File: src/rtl/tlb_cache.sv
// tlb_cache: fully associative TLB with handshaked page-table walk, clock (second-chance)
// replacement, referenced/dirty tracking, page-fault reporting and single-cycle flush.
module tlb_cache #(
    parameter int VA_W    = 12,
    parameter int OFF_W   = 4,
    parameter int PPN_W   = 6,
    parameter int ENTRIES = 16
) (
    input  logic                    clk,
    input  logic                    rst_n,
    input  logic                    req_valid,
    output logic                    req_ready,
    input  logic [VA_W-1:0]         req_va,
    input  logic                    req_write,
    output logic                    resp_valid,
    output logic [PPN_W+OFF_W-1:0]  resp_pa,
    output logic                    resp_hit,
    output logic                    resp_fault,
    output logic                    pt_req,
    output logic [VA_W-OFF_W-1:0]   pt_vpn,
    input  logic                    pt_ack,
    input  logic [PPN_W-1:0]        pt_ppn,
    input  logic                    pt_valid,
    input  logic                    flush,
    input  logic                    clear_refer
);
    localparam int VPN_W = VA_W - OFF_W;
    localparam int IDX_W = $clog2(ENTRIES);

    typedef enum logic [1:0] {IDLE, WALK, FILL} state_t;
    state_t state, state_n;

    logic [VPN_W-1:0]   tag [ENTRIES];
    logic [PPN_W-1:0]   ppn [ENTRIES];
    logic [ENTRIES-1:0] valid, refer, dirty, match;
    logic [IDX_W-1:0]   hand, hit_idx, inv_idx, clk_idx, victim;
    logic [VA_W-1:0]    va_q;
    logic [PPN_W-1:0]   ppn_q;
    logic               wr_q, pv_q, hit, inv_any, install;

    // Descending scans leave the lowest match/invalid index and the first unreferenced
    // entry at or after the hand; clk_idx stays at the hand when every entry is referenced.
    always_comb begin
        match   = '0;
        hit_idx = '0;
        inv_idx = '0;
        clk_idx = hand;
        for (int i = ENTRIES - 1; i >= 0; i--) begin
            match[i] = valid[i] && tag[i] == req_va[VA_W-1:OFF_W];
            if (match[i]) hit_idx = IDX_W'(i);
            if (!valid[i]) inv_idx = IDX_W'(i);
            if (!refer[hand + IDX_W'(i)]) clk_idx = hand + IDX_W'(i);
        end
    end

    assign inv_any = ~&valid;
    assign victim  = inv_any ? inv_idx : clk_idx;
    assign hit     = state == IDLE && req_valid && |match && !flush;
    assign install = state == FILL && pv_q && !flush;
    assign pt_vpn  = va_q[VA_W-1:OFF_W];

    always_comb begin
        req_ready = state == IDLE;
        pt_req    = state == WALK;
        state_n   = state == IDLE ? ((req_valid && !hit) ? WALK : IDLE)
                  : state == WALK ? (pt_ack ? FILL : WALK) : IDLE;
    end

    always_ff @(posedge clk or negedge rst_n) begin
        if (!rst_n) begin
            state      <= IDLE;
            valid      <= '0;
            refer      <= '0;
            dirty      <= '0;
            hand       <= '0;
            va_q       <= '0;
            wr_q       <= 1'b0;
            ppn_q      <= '0;
            pv_q       <= 1'b0;
            resp_valid <= 1'b0;
            resp_pa    <= '0;
            resp_hit   <= 1'b0;
            resp_fault <= 1'b0;
        end else begin
            state      <= state_n;
            resp_valid <= 1'b0;
            if (clear_refer) refer <= '0;
            if (state == IDLE && req_valid) begin
                va_q <= req_va;
                wr_q <= req_write;
            end
            if (state == WALK && pt_ack) begin
                ppn_q <= pt_ppn;
                pv_q  <= pt_valid;
            end
            if (hit) begin
                refer[hit_idx] <= 1'b1;
                if (req_write) dirty[hit_idx] <= 1'b1;
                resp_valid <= 1'b1;
                resp_hit   <= 1'b1;
                resp_fault <= 1'b0;
                resp_pa    <= {ppn[hit_idx], req_va[OFF_W-1:0]};
            end
            if (state == FILL) begin
                resp_valid <= 1'b1;
                resp_hit   <= 1'b0;
                resp_fault <= !pv_q;
                resp_pa    <= pv_q ? {ppn_q, va_q[OFF_W-1:0]} : '0;
            end
            // Later bit writes override the bulk clear, so the new entry keeps its refer bit.
            if (install) begin
                valid[victim] <= 1'b1;
                dirty[victim] <= wr_q;
                if (!inv_any) hand <= victim + 1'b1;
                if (!inv_any && &refer) refer <= '0;
                refer[victim] <= 1'b1;
            end
            if (flush) valid <= '0;
        end
    end

    always_ff @(posedge clk) begin
        if (install) begin
            tag[victim] <= va_q[VA_W-1:OFF_W];
            ppn[victim] <= ppn_q;
        end
    end
endmodule

File: config.mk
export PLATFORM = sky130hd
export DESIGN_NAME = tlb_cache
export DESIGN_NICKNAME = d
export VERILOG_FILES = /design/src/rtl/tlb_cache.sv
export SDC_FILE = /design/constraint.sdc
export NUM_CORES = 1
export LEC_CHECK = 0
export CAP_MARGIN = 30
export CORE_UTILIZATION = 45
export CTS_CLUSTER_DIAMETER = 150
export DETAILED_ROUTE_END_ITERATION = 8
export SYNTH_ARGS = -nofsm -noshare
export SYNTH_HDL_FRONTEND = slang
export SYNTH_SLANG_ARGS = --single-unit
File: constraint.sdc
create_clock -name clk -period 8.69 [get_ports clk]
set_input_delay 2.1725 -clock clk [delete_from_list [all_inputs] [get_ports clk]]
set_output_delay 2.1725 -clock clk [all_outputs]
set_load 0.1 [all_outputs]
==> results.txt <==
Status = finished clean
Post-synth cell types = 73
Avg Inst Size Synth = 12.75 µm²
Final setup viols = 0
Worst-Margin Slew = 0.9800 ns
Vias in the first global route = 9,639
Starting Density = 45.90%
Synth Flop Type = edfxtp_1
Multi-input gate area = 6067 µm²
Detailed Route Iter0 Violations = 861
WP data required = 9.11 ns
Final hold vios = 0
Hold Path End = va_q[1]
Simple-gate area share of the yosys netlist = 10.69%
Clock Sink Count = 294
Reg area = 8478 µm²
Final Max Slew Viols = 0
TritonCTS clock tree = done
DR vias/cell = 5.796
Die X = 184.4 µm
Number of enable flip-flop cells after synthesis = 224
N_diodes = 0
Reg clk slew, reported paths = 0.06 ns
Worst Clk Skew = 0.01719 ns
Worst Hold Depth = 2
Hold Path Origin = va_q[1]
H-tree levels = 1
Overall Power = 3.875 mW
Post-synthesis sequential area ratio = 56.63%
Synth async-reset ratio = 23.81%
Post-synthesis xor/xnor area fraction = 8.625%
Rel. slew slack = 34.46%
Layout Nets = 1,264
Share of the synthesized area in the top cell type = 44.93%
Final Cycle Share = 71.65%
Synthesis warning total = 0
Vias = 9,806
Fmax = 160.6 MHz
Die area = 34,000 µm²
Critical path class = in2reg
Setup TNS = 0 ns
Ports = 49
Largest net degree at the start of global routing = 71
Num CTS Buffers = 30
Area leader, netlist = edfxtp_1
Endpoint type of the worst setup path = register
CP Launch Type = primary input
Register bit total from synthesis = 294
WHS = 0.4758 ns
FF-to-FF End = tag[15][3]
Dpl hpwl = 24,800 µm
Synth Net Count = 1,212
RSZ-0062 raised after global routing = no
R2R Path Start = hand[0]
DR pass1 iterations = 5
Post-synthesis mux area share = 11.56%
Layout cells sized above 1 = 12.64%
Filler cell count = 2,783
Wire per inst = 22.10 µm
Worst-Skew Late Latency = 0.56 ns
Clk buf depth = 3
Most frequent cells in the layout = edfxtp_1 (224), xnor2_1 (129), nand2_1 (125)
CP max FO = 20
Leak = 5.659 nW
Main combinational cell family by area after synthesis = multiplexers
Routed Antenna Nets = 0
Synth Cell Area = 14,970 µm²
Port Buffers = 47
Area growth syn-to-layout = 13.48%
Setup slack, reg-to-reg = 2.67 ns
Total global-route track usage = 22.68%
Final GP Congestion = 0.8959
Pwr dens = 228.1 nW/µm²
Hold buffers post-CTS = 0
WL final = 37,390 µm
Util after Layout = 52.08%
Leading cell type in the layout, fill and taps excluded = edfxtp_1
Hold/Removal Path Class = reg2reg
Grt ovf = 0
Final min period = 6.227 ns
DRC = 0
R2R cell count = 15
Setup Buffers After CTS = 0
Post-Synthesis Cells = 1,174
First-pass GRT wire length = 57,700 µm
VDD IR max = 235.1 µV
Max cap viols = 0
CP arrival = 6.64 ns
Chip height = 184.4 µm
Adder-Cell Fraction of Synth Area = 1.003%
Row Count = 66
Synth Area in Compound Gates = 8.575%
Core area = 32,620 µm²
Top post-synthesis cells by area = edfxtp_1 (45%), dfrtp_1 (12%), xnor2_1 (7.5%), mux4_2 (5.0%), mux2i_1 (4.5%)
Antenna violations before repair = 0
CTS root buf = clkbuf_16
# resized after CTS = 0
## routing by layer
layer | wire [µm] | up-vias | track usage, %
li1 | - | 4536 | -
met1 | 16880 | 4918 | 32.19
met2 | 17860 | 303 | 37.15
met3 | 1960 | 49 | 2.766
met4 | 685 | 0 | 5.267
met5 | 0 | - | 0
## registers in the layout (all words and copies together) (netlist names)
signal      cells
tag           128
ppn            96
refer          16
valid          16
va_q           12
resp_pa        10
ppn_q           6
hand            4
state           2
pv_q            1
resp_fault      1
resp_hit        1
resp_valid      1
## Yosys cell counts (4+ instances only)
master / number
nor2b_1: 11
ha_1: 12
a22oi_1: 11
clkbuf_1: 17
nand3_1: 31
inv_1: 19
mux2_2: 20
o2bb2ai_1: 15
mux4_2: 33
a21oi_1: 25
a31oi_1: 9
o211ai_1: 6
buf_4: 12
and3_1: 4
buf_2: 29
edfxtp_1: 224
nor3_1: 45
o21ai_0: 23
o21ai_1: 4
buf_1: 5
o22ai_1: 22
and2_1: 4
a221o_1: 5
nand2b_1: 9
nand4_1: 31
a32o_1: 10
mux2i_1: 67
o31ai_1: 7
a21o_1: 6
xnor2_1: 129
dfrtp_1: 70
a211oi_1: 7
or3_1: 7
nor2_1: 40
nand2_1: 125
xor2_1: 11
nor4_1: 12
## through the flow
step | std cells | instance area, µm² | worst slack, ns
3_5_place_dp | 1635 | 15950 | 1.859
2_1_floorplan | 1174 | 14970 | 3.697
6_report | 1692 | 16990 | 2.463
5_1_grt | 1692 | 16990 | 2.227
4_1_cts | 1691 | 16960 | 2.418
3_3_place_gp | 1635 | 15950 | 1.893
## how the worst max path moves through the flow
| stage | startpoint | to | slack, ns | depth (start not counted) |
|---|---|---|---|---|
| final | req_va[7] | resp_pa[8] | 2.46 | 12 |
| after global routing | req_va[5] | resp_pa[8] | 2.23 | 13 |
| after CTS | req_va[5] | resp_pa[8] | 2.42 | 12 |
| after detailed placement | req_va[5] | resp_pa[8] | 1.86 | 12 |
| after global placement | req_va[5] | resp_pa[8] | 1.89 | 12 |
| after floorplan | hand[1] | ppn[7][0] | 3.70 | 16 |
## logic make-up (layout without fill, tap and decap cells)
logic type	after synthesis	in the layout
simple gates	332	332
compound gates	179	179
fa+ha+maj	12	12
xor+xnor	144	144
flops	294	294
buf+inv	88	164
mux	125	125
## power breakdown
group          internal [mW]  switching [mW]  total [mW]
combinational          0.168           0.488       0.656
sequential              1.73           0.186        1.91
clock                  0.782           0.525        1.31
total                   2.68            1.20        3.88
## critical path, cell delays in order
cell             delay (ns)
clkdlybuf4s50_1        0.96
buf_4                  0.36
xnor2_1                0.14
nand4_1                0.12
nor3_1                 0.52
or4_1                  0.19
o211ai_1               0.18
a21boi_4               0.83
buf_4                  0.39
mux2_2                 0.36
o21ai_0                0.24
a31oi_1                0.14
## final cells by class
class,count,share of cell area (%)
Inverter,21,0.4714
Clock inverter,13,1.061
Clock buffer,43,4.883
Multi-Input combinational cell,792,35.71
Sequential cell,294,49.90
Timing Repair Buffer,87,4.714
Tap cell,442,3.255
No activity file was read; power rests on OpenSTA's default activity.
